File: src/rtl/mem_port_arbiter.sv
// ---------------------------------------------------------------------------
// mem_port_arbiter
//
// Shares one single-port, byte-addressed, 32-bit little-endian memory between
// instruction fetch (IF) and load/store (LS). Each access runs through a small
// FSM:
//   IF read / LS load : IDLE -> RD -> RESP -> IDLE
//   LS word store     : IDLE -> WR -> RESP -> IDLE
//   LS byte/half store: IDLE -> RMW_RD -> RMW_MRG -> WR -> RESP -> IDLE
//   LS bad access     : IDLE -> RESP -> IDLE (ls_err, memory untouched)
//
// The memory samples mem_address on the clock edge and returns mem_data_out in
// the following cycle. mem_read_write=1 writes mem_data_in on the edge that
// ends the WR state.
//
// Optional feature: define ARB_STARVE_GUARD_EN to add an IF starvation guard.
// After MAX_STARVE consecutive LS grants taken while IF was waiting, IF wins
// the next IDLE cycle in which both request. Without the macro LS always wins.
//
// Ports
//   clock, reset_n        clock, asynchronous active-low reset
//   if_req/if_addr        fetch request (word read) and byte address
//   if_gnt                fetch accepted this cycle (combinational, IDLE only)
//   if_done/if_rdata      1-cycle completion pulse, fetched word (held)
//   ls_req/ls_we/ls_size  load/store request, 1=store, 00/01/10 byte/half/word
//   ls_unsigned           zero-extend loads when 1, sign-extend when 0
//   ls_addr/ls_wdata      byte address, right-aligned store data
//   ls_gnt                LS accepted this cycle (combinational, IDLE only)
//   ls_done/ls_rdata      1-cycle completion pulse, extended load data (held)
//   ls_err                with ls_done: misaligned / illegal size, no access
//   mem_address           aligned word address to memory
//   mem_read_write        1 = write on this edge (only in WR)
//   mem_data_in           write word to memory
//   mem_data_out          read word from memory
// ---------------------------------------------------------------------------
module mem_port_arbiter #(
  parameter logic [31:0] BASE_ADDR  = 32'h0100_0000,
  parameter int          MAX_STARVE = 4
) (
  input  logic        clock,
  input  logic        reset_n,
  // instruction fetch
  input  logic        if_req,
  input  logic [31:0] if_addr,
  output logic        if_gnt,
  output logic        if_done,
  output logic [31:0] if_rdata,
  // load / store
  input  logic        ls_req,
  input  logic        ls_we,
  input  logic [1:0]  ls_size,
  input  logic        ls_unsigned,
  input  logic [31:0] ls_addr,
  input  logic [31:0] ls_wdata,
  output logic        ls_gnt,
  output logic        ls_done,
  output logic [31:0] ls_rdata,
  output logic        ls_err,
  // memory
  output logic [31:0] mem_address,
  output logic        mem_read_write,
  output logic [31:0] mem_data_in,
  input  logic [31:0] mem_data_out
);

  localparam logic [1:0] SZ_BYTE = 2'b00;
  localparam logic [1:0] SZ_HALF = 2'b01;
  localparam logic [1:0] SZ_WORD = 2'b10;

  typedef enum logic [2:0] {
    IDLE,
    RD,
    RESP,
    WR,
    RMW_RD,
    RMW_MRG
  } state_t;

  state_t      state_reg;

  // Request captured at grant; the requester is free to drop req afterwards.
  logic        lat_is_if_reg;
  logic        lat_we_reg;
  logic [1:0]  lat_size_reg;
  logic        lat_unsigned_reg;
  logic [1:0]  lat_off_reg;
  logic [15:0] lat_wdata_reg;

  // Registered outputs
  logic        if_done_reg;
  logic        ls_done_reg;
  logic        ls_err_reg;
  logic [31:0] if_rdata_reg;
  logic [31:0] ls_rdata_reg;
  logic [31:0] mem_address_reg;
  logic        mem_read_write_reg;
  logic [31:0] mem_data_in_reg;

  // Combinational helpers
  logic        idle;
  logic        if_wins;
  logic        ls_bad;
  logic [3:0]  be_next;
  logic [31:0] lane_wdata_next;
  logic [31:0] merged_next;
  logic [7:0]  load_byte_next;
  logic [15:0] load_half_next;
  logic [31:0] load_ext_next;
  logic        ls_load_done;

  // Fetches are always whole words; the byte offset is deliberately ignored.
  logic        unused_if_addr_bits;
  assign unused_if_addr_bits = &{1'b0, if_addr[1:0]};

  // -------------------------------------------------------------------------
  // Arbitration
  // -------------------------------------------------------------------------
  assign idle   = (state_reg == IDLE);
  assign ls_gnt = idle && ls_req && !if_wins;
  assign if_gnt = idle && if_req && !ls_gnt;

`ifdef ARB_STARVE_GUARD_EN
  localparam int                  STARVE_W   = $clog2(MAX_STARVE + 1);
  localparam logic [STARVE_W-1:0] STARVE_LIM = STARVE_W'(MAX_STARVE);

  logic [STARVE_W-1:0] starve_cnt_reg;

  // Counts LS grants taken while IF was kept waiting; saturates at the limit
  // so the override stays armed until IF actually gets through.
  always_ff @(posedge clock or negedge reset_n) begin
    if (!reset_n) begin
      starve_cnt_reg <= '0;
    end else if (if_gnt) begin
      starve_cnt_reg <= '0;
    end else if (ls_gnt && if_req && (starve_cnt_reg != STARVE_LIM)) begin
      starve_cnt_reg <= starve_cnt_reg + 1'b1;
    end
  end

  assign if_wins = (starve_cnt_reg == STARVE_LIM) && if_req && ls_req;
`else
  assign if_wins = 1'b0;
`endif

  // Size 11 is never legal; half needs even address, word needs 4-aligned.
  assign ls_bad = (ls_size == 2'b11) ||
                  ((ls_size == SZ_HALF) && ls_addr[0]) ||
                  ((ls_size == SZ_WORD) && (ls_addr[1:0] != 2'b00));

  // -------------------------------------------------------------------------
  // Sub-word store merge: replicate store data onto every lane, then let the
  // byte enables pick which lanes come from the store and which from memory.
  // -------------------------------------------------------------------------
  always_comb begin
    be_next         = 4'b1111;
    lane_wdata_next = {2{lat_wdata_reg}};
    case (lat_size_reg)
      SZ_BYTE: begin
        be_next         = 4'b0001 << lat_off_reg;
        lane_wdata_next = {4{lat_wdata_reg[7:0]}};
      end
      SZ_HALF: begin
        be_next         = lat_off_reg[1] ? 4'b1100 : 4'b0011;
        lane_wdata_next = {2{lat_wdata_reg}};
      end
      default: begin
        be_next         = 4'b1111;
        lane_wdata_next = {2{lat_wdata_reg}};
      end
    endcase
  end

  generate
    for (genvar gi = 0; gi < 4; gi++) begin : g_merge_lane
      assign merged_next[8*gi +: 8] = be_next[gi] ? lane_wdata_next[8*gi +: 8]
                                                  : mem_data_out[8*gi +: 8];
    end
  endgenerate

  // -------------------------------------------------------------------------
  // Load extraction and extension
  // -------------------------------------------------------------------------
  always_comb begin
    load_byte_next = mem_data_out[7:0];
    case (lat_off_reg)
      2'd0:    load_byte_next = mem_data_out[7:0];
      2'd1:    load_byte_next = mem_data_out[15:8];
      2'd2:    load_byte_next = mem_data_out[23:16];
      default: load_byte_next = mem_data_out[31:24];
    endcase
  end

  assign load_half_next = lat_off_reg[1] ? mem_data_out[31:16] : mem_data_out[15:0];

  always_comb begin
    load_ext_next = mem_data_out;
    case (lat_size_reg)
      SZ_BYTE: load_ext_next = {{24{~lat_unsigned_reg & load_byte_next[7]}}, load_byte_next};
      SZ_HALF: load_ext_next = {{16{~lat_unsigned_reg & load_half_next[15]}}, load_half_next};
      default: load_ext_next = mem_data_out;
    endcase
  end

  // Read data is only present on mem_data_out during RESP, so it is forwarded
  // straight through in the done cycle and captured for holding afterwards.
  assign ls_load_done = ls_done_reg && !ls_err_reg && !lat_we_reg;

  assign if_rdata = if_done_reg  ? mem_data_out  : if_rdata_reg;
  assign ls_rdata = ls_load_done ? load_ext_next : ls_rdata_reg;

  // -------------------------------------------------------------------------
  // Sequencer
  // -------------------------------------------------------------------------
  always_ff @(posedge clock or negedge reset_n) begin
    if (!reset_n) begin
      state_reg          <= IDLE;
      lat_is_if_reg      <= 1'b0;
      lat_we_reg         <= 1'b0;
      lat_size_reg       <= 2'b00;
      lat_unsigned_reg   <= 1'b0;
      lat_off_reg        <= 2'b00;
      lat_wdata_reg      <= '0;
      if_done_reg        <= 1'b0;
      ls_done_reg        <= 1'b0;
      ls_err_reg         <= 1'b0;
      if_rdata_reg       <= '0;
      ls_rdata_reg       <= '0;
      mem_address_reg    <= BASE_ADDR;
      mem_read_write_reg <= 1'b0;
      mem_data_in_reg    <= '0;
    end else begin
      // Pulses default low; each state sets what it needs for the next cycle.
      if_done_reg        <= 1'b0;
      ls_done_reg        <= 1'b0;
      ls_err_reg         <= 1'b0;
      mem_read_write_reg <= 1'b0;

      if (if_done_reg) begin
        if_rdata_reg <= mem_data_out;
      end
      if (ls_load_done) begin
        ls_rdata_reg <= load_ext_next;
      end

      case (state_reg)
        IDLE: begin
          if (ls_gnt) begin
            lat_is_if_reg    <= 1'b0;
            lat_we_reg       <= ls_we;
            lat_size_reg     <= ls_size;
            lat_unsigned_reg <= ls_unsigned;
            lat_off_reg      <= ls_addr[1:0];
            lat_wdata_reg    <= ls_wdata[15:0];
            if (ls_bad) begin
              state_reg   <= RESP;
              ls_done_reg <= 1'b1;
              ls_err_reg  <= 1'b1;
            end else begin
              mem_address_reg <= {ls_addr[31:2], 2'b00};
              if (!ls_we) begin
                state_reg <= RD;
              end else if (ls_size == SZ_WORD) begin
                state_reg          <= WR;
                mem_data_in_reg    <= ls_wdata;
                mem_read_write_reg <= 1'b1;
              end else begin
                state_reg <= RMW_RD;
              end
            end
          end else if (if_gnt) begin
            lat_is_if_reg   <= 1'b1;
            lat_we_reg      <= 1'b0;
            lat_size_reg    <= SZ_WORD;
            lat_off_reg     <= 2'b00;
            mem_address_reg <= {if_addr[31:2], 2'b00};
            state_reg       <= RD;
          end
        end

        RD: begin
          state_reg <= RESP;
          if (lat_is_if_reg) begin
            if_done_reg <= 1'b1;
          end else begin
            ls_done_reg <= 1'b1;
          end
        end

        RMW_RD: begin
          state_reg <= RMW_MRG;
        end

        RMW_MRG: begin
          state_reg          <= WR;
          mem_data_in_reg    <= merged_next;
          mem_read_write_reg <= 1'b1;
        end

        WR: begin
          state_reg   <= RESP;
          ls_done_reg <= 1'b1;
        end

        RESP: begin
          state_reg <= IDLE;
        end

        default: begin
          state_reg <= IDLE;
        end
      endcase
    end
  end

  assign if_done        = if_done_reg;
  assign ls_done        = ls_done_reg;
  assign ls_err         = ls_err_reg;
  assign mem_address    = mem_address_reg;
  assign mem_read_write = mem_read_write_reg;
  assign mem_data_in    = mem_data_in_reg;

endmodule
File: config.mk
export PLATFORM = sky130hd
export DESIGN_NAME = mem_port_arbiter
export DESIGN_NICKNAME = d
export VERILOG_FILES = /design/src/rtl/mem_port_arbiter.sv
export SDC_FILE = /design/constraint.sdc
export NUM_CORES = 1
export LEC_CHECK = 0
export ABC_AREA = 1
export CAP_MARGIN = 20
export CORE_UTILIZATION = 37
export CTS_CLUSTER_SIZE = 14
export DETAILED_ROUTE_END_ITERATION = 10
export PLACE_DENSITY_LB_ADDON = 0.12
export SLEW_MARGIN = 20
export SYNTH_ARGS = -nofsm -noshare
export SYNTH_HDL_FRONTEND = slang
export SYNTH_SLANG_ARGS = --single-unit
File: constraint.sdc
create_clock -name clock -period 3.6 [get_ports clock]
set_input_delay 0.72 -clock clock [delete_from_list [all_inputs] [get_ports clock]]
set_output_delay 0.72 -clock clock [all_outputs]
set_load 0.03 [all_outputs]
# After elaboration in Yosys (flattened, before gate mapping)
# Index checks and enable logic that the tools add are counted.
[totals]
register_bits = 158
input_bits = 136
out_inout_bits = 134
word_cells = 104
[classes]
n_eq_ne = 16
shifts = 1
n_mux = 46
n_bitwise = 3
n_reduce_logical = 23
[op_table]
columns = ["cell", "n"]
rows = [
  ["$mux 32", 10],
  ["$pmux 32 s2", 2],
  ["$mux 8", 4],
  ["$pmux 8 s3", 1],
  ["$mux 16", 1],
  ["$mux 3", 5],
  ["$mux 1", 14],
  ["$pmux 3 s4", 1],
  ["$mux 2", 4],
  ["$ne 2x2->1 const B", 4],
  ["$pmux 4 s2", 1],
  ["$logic_and 1x1->1", 7],
  ["$eq 2x1->1 const B", 3],
  ["$eq 2x2->1 const B", 3],
  ["$eq 3x3->1 const B", 2],
  ["$reduce_bool 2->1", 3],
  ["$reduce_and 5->1", 1],
  ["$logic_not 2->1", 2],
  ["$mux 4", 1],
  ["$reduce_and 2->1", 2],
  ["$shl 1x2->4 const A", 1],
  ["$eq 3x1->1 const B", 1],
  ["$eq 3x2->1 const B", 1],
  ["$logic_not 1->1", 3],
  ["other kinds (10)", 12],
]

# Longest topological paths before layout
# Gate-level depths: netlist (run 1).
[depth]
ltp_word = 7
ltp_mapped = 10
mapped_depth_nobuf = 9

# Worst setup path before layout (run 1)
# OpenSTA, ideal clock, no wires.
[synth_timing]
path_kind = "input port to output port"
from = "input port mem_data_out[15]"
to = "output port ls_rdata[22]"
arrival_ns = 1.618
required_time_ns = 2.880
setup_slack_ns = 1.262
path_stages = 7
n_path_buf = 1
path_cell_list = "inv_1 o21ai_1 nand4_2 buf_4 nand3_1 nand2_1 inv_1"
[synth_between]
elab_chain_len = 4
elab_cells_between_ends = 6
cone_classes = "4 x mux; 2 x bitwise"
[synth_rtl]
columns = ["item", "line_no", "source"]
rows = [
  ["start: declaration", "63", "input logic [31:0] mem_data_out"],
  ["$pmux 8 s3 or $mux 16 (tied branches)", "185, 193", ""],
  ["$and 1x1->1, on equally long branches", "198, 199", ""],
  ["$pmux 32 s2 *", "197", "case (lat_size_reg)"],
  ["$mux 32 *", "n/a", ""],
  ["end: declaration", "57", "output logic [31:0] ls_rdata,"],
]
# Mark *: on every way between the ends. The rest lies on a longest branch, timed or not.

# Worst setup path after layout (run 1)
[layout_timing]
from = "register lat_off_reg[1]"
to = "output port ls_rdata[7]"
[layout_between]
elab_chain_len = 4
elab_cells_between_ends = 7
cone_classes = "2 x eq/ne; 4 x mux; 1 x reduce/logical"
[layout_rtl]
columns = ["item", "line_no", "source"]
rows = [
  ["start: declaration", "86", "logic [1:0] lat_off_reg;"],
  ["start signal: assignment", "252", "lat_off_reg <= ls_addr[1:0];"],
  ["$eq 2x2->1, or another cell as far along", "185", "case (lat_off_reg)"],
  ["$pmux 8 s3", "185", ""],
  ["$pmux 32 s2 *", "197", ""],
  ["$mux 32 *", "n/a", ""],
]
# Marked as above.

==> out/metrics.yaml, run 1 <==
clocking:
  htree_levels: 4
  clk_latency_ns: 0.43
  cts-hold-fix-buffers: 0
  cts_buffer_depth: 2
  tritoncts: "yes"
  path_clk_slew_ns: 0.07
  cts.sinks: 156
  cts_inserted_buffers: 17
  root_buffer: "clkbuf_16"
  postCtsResizedCells: 0
  post_cts_buffers: 0
sta:
  fmax_mhz: 298.3
  rsz0062_at_grt: "no"
  finalCriticalPeriod_ns: 3.352
  fin_skew_ns: 0.01210
  hold_viol: 0
  fin_setup_tns_ns: 0
  slew_violations: 0
  min_period_over_period: 0.9312
  slew_headroom: 0.5540
  setup_violations: 0
  worst_pin_slew_ns: 0.6668
synth:
  yosysUniqueCellTypes: 34
  synth_ff_type: "dfrtp_1"
  syn_avg_cell_area_um2: 7.701
  async_flop_share: 1.000
  synth_top_area_share: 0.4765
  synth_area_leader_cell: "dfrtp_1"
  ys_seq_area_frac: 0.4797
  yosys_warnings: 0
  ys_top_cells_by_count: "nand2_1 (436), dfrtp_1 (155), nand3_1 (135), inv_1 (70), or2_2 (38)"
  synth_most_common_cell: "nand2_1"
  synth_edf_count: 0
  syn-cell-area_um2: 8140
  synth.area.top_cells: "dfrtp_1 (48%), nand2_1 (20%), nand3_1 (8.3%)"
  netlist_instances: 1057
  ys_seq_elements: 156
outcome:
  status: "finished, final reports clean"
placement:
  dp_cells: 1566
  place_area_um2: 11010
  hpwl_mm: 19.05
  numPortBuffers: 265
  place.gp.congestion: 0.8403
final_layout:
  nets: 1446
  regArea_um2: 3906
  post-route-util: 0.5439
  stdcell_area_um2: 11580
  multi_input_area_um2: 3595
  drive_above_1_share: 0.1361
  n_antenna_cell: 0
  stdcell_count: 1598
  area_delta_synth_final_pct: 42.22
  fillers: 2056
drt:
  drt_iter0_drc: 344
  antenna_left: 0
  avgRoutedWirePerCell_um: 15.97
  via_per_inst: 4.786
  wl_mm: 25.52
  drc: 0
  dr.pass1.iters: 5
  num_vias: 7648
global_routing:
  grt_start_max_net_pins: 73
  overflow: 0
  grt_pass1_wl_mm: 39.45
  grt_util_all_layers: 0.2296
  grt_pass1_vias: 7277
  antenna_found_initial: 0
flow_run:
  maxCapViolCount: 0
floorplan:
  die_area_um2: 22600
  initial_core_util: 0.3824
  die_width_um: 150.3
  core_area_um2: 21290
  pin_count: 270
  die_y_um: 150.3
  fp-row-count: 53
critical_path:
  arrival_ns: 2.63
  startpoint_type: "flop"
  endpoint_kind: "primary output"
  ff2ff_path_depth: 9
  crit_required_ns: 2.88
  path_class: "flop to primary output"
  path_max_fanout: 11
power:
  peakVddDrop_v: 0.0003643
  power_density_nw_per_um2: 982.4
  power.leakage_nw: 5.649
hold_path:
  hp-class: "input pin to asynchronous set/reset pin"
report_power, final:
group	switching (mW)	internal, mW	leakage [nW]
Combinational	4.03	2.55	3.51
Sequential	0.450	2.60	1.86
Clock	0.730	1.01	0.278
Total	5.21	6.16	5.65
worst max-delay path: stages (launching register included):
cell	delay [ns]
dfrtp_1	0.50
inv_2	0.19
nand3_2	0.31
nand2_4	0.23
a21oi_1	0.08
nand3_1	0.07
nand2_1	0.05
inv_1	0.09
clkdlybuf4s50_1	0.68
cells in the final DEF, fill, tap and decap left out, types with 3 or more instances in the layout:
cell type and count:
buf_4 42, clkinv_1 3, nor2_1 24, nand3_1 135
or2_2 38, o21ai_1 8, clkbuf_8 3, a21oi_1 36
nand2_2 10, inv_2 9, clkbuf_1 3, inv_1 70
clkdlybuf4s50_1 239, nand2_4 6, clkinv_2 3, mux2_2 19
nand3_2 5, nand2_1 436, clkbuf_16 17, o21a_1 5
o21ai_0 20, buf_12 7, dfrtp_1 154, o22ai_1 5
o21ai_2 3
cells by family after synthesis:
group,count (synthesis),share of synthesized area
compound gates,77,0.05103
buf+inv,138,0.07992
flops,156,0.4797
mux,19,0.02628
other cells,1,0.0004607
simple gates,666,0.3626
cell type report:
type                    count  share of cell area
flip-flops and latches    156              0.3374
multi-input cells         764              0.3105
repair buffers            289              0.2469
clock buffers              23             0.04128
well taps                 275             0.02972
inverters                  82             0.02659
clock inverters             9            0.007565
metal layers:
| layer | GRT usage | wire (um) |
|---|---|---|
| met3 | 0.06091 | 1871 |
| met1 | 0.2907 | 10730 |
| met4 | 0.07424 | 453 |
| met2 | 0.3795 | 12460 |
| met5 | 0 | 0 |
final timing paths:
check	start	end	slack [ns]
min	reset_n	mem_data_in[24]	0.29
max reg2reg	state_reg[2]	mem_data_in[24]	1.18
min reg2reg	mem_address[24]	mem_address[24]	0.47
max	lat_off_reg[1]	ls_rdata[7]	0.25
max in group asynchronous	reset_n	mem_address[24]	2.43
min in group clock	mem_address[24]	mem_address[24]	0.47
per-stage QoR:
stage / hold slack, ns / setup WS [ns] / power [mW]
2_1_floorplan: 0.4244 / 1.262 / 7.140
3_3_place_gp: 0.4581 / 0.2681 / 9.641
3_5_place_dp: 0.4644 / 0.2635 / 9.698
4_1_cts: 0.3102 / 0.2374 / 11.48
5_1_grt: 0.3367 / 0.08167 / 12.11
6_report: 0.2943 / 0.2476 / 11.37
(Power assumes the default switching activity.)
==> run 2: changes to the inputs <==
--- a/config.mk
+++ b/config.mk
@@ -10,6 +10,7 @@
 export CORE_UTILIZATION = 37
 export CTS_CLUSTER_SIZE = 14
 export DETAILED_ROUTE_END_ITERATION = 10
+export HOLD_SLACK_MARGIN = 0.03
 export PLACE_DENSITY_LB_ADDON = 0.12
 export SLEW_MARGIN = 20
 export SYNTH_ARGS = -nofsm -noshare
==> constraint.sdc (replaced) <==
create_clock -name clock -period 3 [get_ports clock]
set_input_delay 0.6 -clock clock [delete_from_list [all_inputs] [get_ports clock]]
set_output_delay 0.6 -clock clock [all_outputs]
set_load 0.03 [all_outputs]
==> run 2 against run 1 <==
Worst setup slack got worse by 0.17 ns. Sequential cell count unchanged. Core utilization is 0.76 points higher. Critical endpoint is now if_rdata[15]. Largest power group unchanged.
==> out/metrics.yaml, run 2 (synthesized netlist as in run 1, its figures left out) <==
outcome:
  status: "finished, final reports clean"  # unchanged
clocking:
  root_buffer: "clkbuf_16"  # unchanged
  cts.sinks: 156  # unchanged
  clk_latency_ns: 0.43  # about the same
  cts_inserted_buffers: 17  # unchanged
  cts_buffer_depth: 2  # unchanged
  tritoncts: "yes"  # unchanged
  path_clk_slew_ns: 0.06  # was 0.07 ns
  htree_levels: 4  # unchanged
  cts-hold-fix-buffers: 0  # unchanged
drt:
  avgRoutedWirePerCell_um: 16.12  # was 15.97 um
  via_per_inst: 4.821  # was 4.786
  num_vias: 7777  # was 7,648
  dr.pass1.iters: 5  # unchanged
  drt_iter0_drc: 460  # was 344
  wl_mm: 26.00  # was 25.52 mm
  antenna_left: 0  # unchanged
  drc: 0  # unchanged
floorplan:
  initial_core_util: 0.3824  # unchanged
  die_width_um: 150.3  # unchanged
  pin_count: 270  # unchanged
  die_area_um2: 22600  # unchanged
  core_area_um2: 21290  # unchanged
  die_y_um: 150.3  # unchanged
  fp-row-count: 53  # unchanged
sta:
  worst_pin_slew_ns: 0.6646  # was 0.6668 ns
  fmax_mhz: 342.5
  finalCriticalPeriod_ns: 2.919
  min_period_over_period: 0.9732
  slew_violations: 0  # unchanged
  slew_headroom: 0.5554  # was 0.5540
  fin_ws_ns: 0.08051  # was 0.2476 ns
  rsz0062_at_grt: "no"  # unchanged
  hold_viol: 0  # unchanged
  fin_setup_tns_ns: 0  # unchanged
  setup_violations: 0  # unchanged
  fin_skew_ns: 0.007947  # was 0.01210 ns
placement:
  hpwl_mm: 19.17  # was 19.05 mm
  place.gp.congestion: 0.8674  # was 0.8403
  dp_cells: 1577  # was 1,566
  numPortBuffers: 265  # unchanged
  place_area_um2: 11100  # was 11,010 um2
  pre_cts_ws_ns: 0.09026  # was 0.2635 ns
final_layout:
  stdcell_count: 1613  # was 1,598
  nets: 1459  # was 1,446
  mostFrequentLayoutCells: "nand2_1 (436), clkdlybuf4s50_1 (229), dfrtp_1 (154)"  # was nand2_1 (436), clkdlybuf4s50_1 (239), dfrtp_1 (154)
  fillers: 2013  # was 2,056
  drive_above_1_share: 0.1512  # was 0.1361
  area_delta_synth_final_pct: 44.22  # was 42.22%
  mostFrequentLayoutCell: "nand2_1"  # unchanged
  stdcell_area_um2: 11740  # was 11,580 um2
global_routing:
  grt_pass1_vias: 7461  # was 7,277
  grt_pass1_wl_mm: 40.03  # was 39.45 mm
  antenna_found_initial: 0  # unchanged
  grt_util_all_layers: 0.2334  # was 0.2296
  overflow: 0  # unchanged
  grt_start_max_net_pins: 58  # was 73
power:
  power_density_nw_per_um2: 1180  # was 982.4 nW/um2
  peakVddDrop_v: 0.0004963  # was 0.0003643 V
  power.leakage_nw: 5.738  # was 5.649 nW
critical_path:
  path_max_fanout: 3  # was 11
  startpoint_type: "input pin"  # was flop
  reg2reg_setup_slack_ns: 1.04  # was 1.18 ns
  path_common_cell: "clkdlybuf4s50_1"
  endpoint_kind: "primary output"  # unchanged
  arrival_ns: 2.32  # was 2.63 ns
  max_stage_delay_ns: 0.74  # was 0.68 ns
  crit_chain: "clkdlybuf4s50_1 > inv_1 > a21oi_1 > clkdlybuf4s50_1"  # was inv_2 > nand3_2 > nand2_4 > a21oi_1 > nand3_1 > nand2_1 > inv_1 > clkdlybuf4s50_1
  slowest_stage: "clkdlybuf4s50_1"  # unchanged
  crit_required_ns: 2.40  # was 2.88 ns
  path_class: "input pin to primary output"  # was flop to primary output
hold_path:
  hp-class: "input pin to asynchronous set/reset pin"  # unchanged
flow_run:
  maxCapViolCount: 0  # unchanged
-- run 2: cell count changes in the layout (fill, tap and decap cells not counted), moves of 2 or more --
cell             previous run  this run
clkinvlp_4                  1         4
clkinv_2                    3         0
clkbuf_1                    3         1
buf_4                      42        59
clkdlybuf4s50_1           239       229
dlygate4sd2_1               0         4
diode_2                     0         2
buf_12                      7         9
-- run 2: where the power goes --
part / internal [mW] / switching, mW / total (mW) / leakage [nW]
registers: 3.12 / 0.529 / 3.65 / 1.86
logic: 3.07 / 4.89 / 7.96 / 3.60
clock network: 1.30 / 0.928 / 2.23 / 0.283
-- run 2: area by class of cell --
cell class / instances / area (um2) / area share
Clock buffer: 21 / 470.5 / 0.04007
Inverter: 82 / 307.8 / 0.02622
Tap cell: 275 / 344.1 / 0.02931
Sequential cell: 156 / 3906 / 0.3327
Clock inverter: 11 / 133.9 / 0.01140
Multi-Input combinational cell: 764 / 3611 / 0.3076
Timing Repair Buffer: 302 / 2962 / 0.2523
Antenna cell: 2 / 5.005 / 0.0004263
-- run 2: stage by stage --
step	util	power, mW	hold WS, ns
floorplan	-	8.568	0.3044
global placement	0.5217	11.59	0.4580
detailed placement	0.5217	11.66	0.4650
CTS	0.5504	13.92	0.1621
global route	0.5513	14.74	0.1801
finish	0.5515	13.85	0.1451
-- run 2: repair_timing --
action / in CTS / in global routing
resized for setup: 6 / 1
setup endpoints to repair: 4 / 18
pin swaps: 0 / 1
buffers inserted: 0 / 2
endpoints found under the hold margin: 0 / 0
-- run 2: per-layer routing --
metal,part of all wire,wire [um],global-route usage
met1,0.42,10930,0.2925
met2,0.48,12590,0.3878
met3,0.077,2004,0.06394
met4,0.018,471,0.07525
met5,0,0,0
-- run 2: worst paths after layout --
| check | cells after the start | end | startpoint |
|---|---|---|---|
| setup / recovery | 4 | if_rdata[15] | mem_data_out[15] |
| hold / removal | 1 | mem_data_in[3] | reset_n |
| setup reg to reg | 9 | mem_address[17] | state_reg[2] |
| hold reg to reg | 2 | mem_address[24] | mem_address[24] |
| max in group asynchronous | 3 | if_rdata_reg[23] | reset_n |
| min in group clock | 2 | mem_address[24] | mem_address[24] |
-- run 2: critical path: cells and delay by family --
kind | cells | cell delay (ns)
AOI/OAI and AO/OA | 1 | 0.31
buffers and inverters | 3 | 1.41
==> run 3: changes to the inputs <==
--- a/config.mk
+++ b/config.mk
@@ -5,9 +5,9 @@
 export SDC_FILE = /design/constraint.sdc
 export NUM_CORES = 1
 export LEC_CHECK = 0
-export ABC_AREA = 1
 export CAP_MARGIN = 20
 export CORE_UTILIZATION = 37
+export CTS_CLUSTER_DIAMETER = 200
 export CTS_CLUSTER_SIZE = 14
 export DETAILED_ROUTE_END_ITERATION = 10
 export HOLD_SLACK_MARGIN = 0.03
==> run 3 against run 2 <==
Core utilization up 2.6 points. Critical endpoint is now ls_rdata[29]. Sequential cell count unchanged. Power up 3.4%. First-iteration DRC count down 9.1%. Clock skew about the same. Fmax up 0.65%. Cell count down 24%. Cell area down 2.9%. Worst hold slack worse by 0.023 ns. Sequential share of layout area up 1.0 points.
==> out/metrics.yaml, run 3 <==
final_layout:
  area_delta_synth_final_pct: 51.16  # was 44.22%
  drive_above_1_share: 0.2631  # was 0.1512
  multi_input_area_um2: 3457  # was 3611 um2
  regArea_um2: 3906  # unchanged
  stdcell_area_um2: 11400  # was 11,740 um2
  mostFrequentLayoutCells: "clkdlybuf4s50_1 (227), dfrtp_1 (154), nand2_1 (93)"  # was nand2_1 (436), clkdlybuf4s50_1 (229), dfrtp_1 (154)
  nets: 1077  # was 1,459
  n_antenna_cell: 0  # was 2
  fillers: 1678  # was 2,013
  stdcell_count: 1219  # was 1,613
  mostFrequentLayoutCell: "clkdlybuf4s50_1"  # was nand2_1
power:
  p_int_mw: 8.138  # was 7.499 mW
  seqPwrFrac: 0.264  # about the same
  p_sw_frac: 0.4318  # was 0.4585
  power_density_nw_per_um2: 1257  # was 1180 nW/um2
  total_power_mw: 14.32  # was 13.85 mW
  power.leakage_nw: 4.960  # was 5.738 nW
  clkPwrFrac: 0.159  # was 0.161
  switching_power_mw: 6.183  # was 6.349 mW
  peakVddDrop_v: 0.0005971  # was 0.0004963 V
  p_comb_frac: 0.577  # was 0.575
clocking:
  cts.sinks: 156  # unchanged
  path_clk_slew_ns: 0.06  # about the same
  clk_latency_ns: 0.43  # about the same
  post_cts_buffers: 0  # unchanged
  tritoncts: "yes"  # unchanged
  cts_buffer_depth: 2  # unchanged
  htree_levels: 4  # unchanged
  cts_inserted_buffers: 17  # unchanged
  root_buffer: "clkbuf_16"  # unchanged
global_routing:
  grt_start_max_net_pins: 63  # was 58
  grt_pass1_vias: 6838  # was 7,461
  grt_util_all_layers: 0.2527  # was 0.2334
  grt_pass1_wl_mm: 39.16  # was 40.03 mm
  antenna_found_initial: 1  # was 0
  overflow: 0  # unchanged
sta:
  fmax_mhz: 344.7  # was 342.5 MHz
  fin_ws_ns: 0.09926  # was 0.08051 ns
  slew_headroom: 0.4478  # was 0.5554
  fin_skew_ns: 0.008293  # was 0.007947 ns
  min_period_over_period: 0.9669  # was 0.9732
  slew_violations: 0  # unchanged
  hold_viol: 0  # unchanged
  rsz0062_at_grt: "no"  # unchanged
  worst_pin_slew_ns: 0.8283  # was 0.6646 ns
  finalCriticalPeriod_ns: 2.901  # was 2.919 ns
  setup_violations: 0  # unchanged
critical_path:
  reg2reg_setup_slack_ns: 0.65  # was 1.04 ns
  ff2ff_path_depth: 7  # was 9
  reg2reg_from: "state_reg[2]"  # unchanged
  endpoint: "ls_rdata[29]"  # was if_rdata[15]
  startpoint_type: "flop"  # was input pin
  reg2reg_to: "mem_data_in[19]"  # was mem_address[17]
  path_class: "flop to primary output"  # was input pin to primary output
  startpoint: "ls_err"  # was mem_data_out[15]
  crit_required_ns: 2.40  # about the same
  endpoint_kind: "primary output"  # unchanged
  arrival_ns: 2.30  # was 2.32 ns
  path_max_fanout: 47  # was 3
drt:
  via_per_inst: 5.296  # was 4.821
  antenna_left: 0  # unchanged
  num_vias: 6456  # was 7,777
  drc: 0  # unchanged
  dr.pass1.iters: 5  # unchanged
  avgRoutedWirePerCell_um: 21.19  # was 16.12 um
  wl_mm: 25.83  # was 26.00 mm
  drt_iter0_drc: 418  # was 460
synth:
  yosysUniqueCellTypes: 54  # was 34
  synth.area.top_cells: "dfrtp_1 (51%), mux2_2 (11%), mux2_4 (6.0%)"  # was dfrtp_1 (48%), nand2_1 (20%), nand3_1 (8.3%)
  yosys_warnings: 0  # unchanged
  synth_edf_count: 0  # unchanged
  ys_top_cells_by_count: "dfrtp_1 (155), nand2_1 (93), mux2_2 (71), o21ai_0 (41), mux2i_1 (39)"  # was nand2_1 (436), dfrtp_1 (155), nand3_1 (135), inv_1 (70), or2_2 (38)
  syn_avg_cell_area_um2: 11.60  # was 7.701 um2
  ys_seq_area_frac: 0.5179  # was 0.4797
  syn-cell-area_um2: 7540  # was 8140 um2
  netlist_instances: 650  # was 1,057
  async_flop_share: 1.000  # unchanged
  synth_area_leader_cell: "dfrtp_1"  # unchanged
  synth_most_common_cell: "dfrtp_1"  # was nand2_1
  synth_ff_type: "dfrtp_1"  # unchanged
  ys_seq_elements: 156  # unchanged
  synth_top_area_share: 0.5144  # was 0.4765
floorplan:
  core_area_um2: 19720  # was 21,290 um2
  die_y_um: 144.8  # was 150.3 um
  initial_core_util: 0.3824  # about the same
  die_area_um2: 20950  # was 22,600 um2
  die_width_um: 144.8  # was 150.3 um
  pin_count: 270  # unchanged
  fp-row-count: 51  # was 53
placement:
  numPortBuffers: 265  # unchanged
  place.gp.congestion: 0.8256  # was 0.8674
  dp_cells: 1187  # was 1,577
  hpwl_mm: 19.17  # about the same
  place_area_um2: 10770  # was 11,100 um2
  pre_cts_ws_ns: -0.5708  # was 0.09026 ns
hold_path:
  hp-class: "input pin to asynchronous set/reset pin"  # unchanged
outcome:
  status: "finished, final reports clean"  # unchanged
flow_run:
  maxCapViolCount: 0  # unchanged
==> run 3: metal layers <==
metal,vias up,share of wire,GRT usage
li1,2942,-,-
met1,3225,0.43,0.3235
met2,256,0.48,0.4142
met3,31,0.071,0.06746
met4,2,0.018,0.08144
met5,-,0.00046,0
==> run 3: power by group through the flow <==
stage | registers, mW | clock network [mW] | logic (mW)
finish | 3.79 | 2.27 | 8.26
global route | 3.91 | 2.41 | 8.73
CTS | 3.79 | 2.32 | 8.26
detailed placement | 3.79 | 0 | 8.36
global placement | 3.77 | 0 | 8.25
floorplan | 4.49 | 0 | 4.24
==> run 3: how the worst min path moves through the flow <==
stage	end	slack, ns	cells past startpoint
global placement	lat_wdata_reg[13]	0.46	2
finish	if_rdata_reg[17]	0.12	1
CTS	if_rdata_reg[17]	0.13	1
floorplan	if_done	0.30	0
global route	if_rdata_reg[17]	0.14	1
detailed placement	lat_wdata_reg[15]	0.46	2
==> run 3: layout make-up <==
| cell class | instances | area share |
|---|---|---|
| inverter | 7 | 0.002305 |
| clock buffer | 20 | 0.04007 |
| multi-input combinational | 442 | 0.3033 |
| clock inverter | 12 | 0.01427 |
| timing repair buffer | 317 | 0.2682 |
| sequential | 156 | 0.3427 |
| tap | 265 | 0.02909 |
==> run 3: what timing repair did <==
action,4_1_cts,5_1_grt
gates resized for setup,146,14
endpoints found under the setup margin,27,27
pin swaps,0,1
hold buffers,0,0
==> run 3: critical path, stage by stage (launching register included) <==
cell,delay (ns)
dfrtp_1,0.40
or3b_4,0.45
buf_12,0.19
a211oi_2,0.19
buf_6,0.20
o21ai_1,0.12
clkdlybuf4s15_2,0.30
==> run 3: metrics by stage <==
| step | util | hold slack (ns) | TNS (ns) |
|---|---|---|---|
| finish | 0.5780 | 0.1217 | 0 |
| detailed placement | 0.5463 | 0.4616 | -9.893 |
| floorplan | - | 0.3044 | 0 |
| CTS | 0.5768 | 0.1258 | -0.04954 |
| global route | 0.5780 | 0.1386 | 0 |
| global placement | 0.5463 | 0.4588 | -8.093 |
==> run 3: kinds of logic after synthesis <==
kind of cell / synth area share
multiplexers: 0.2205
other: 0.0004974
AO/OA/AOI/OAI: 0.1457
flip-flops: 0.5179
AND/OR/NAND/NOR: 0.08065
buffers and inverters: 0.03468
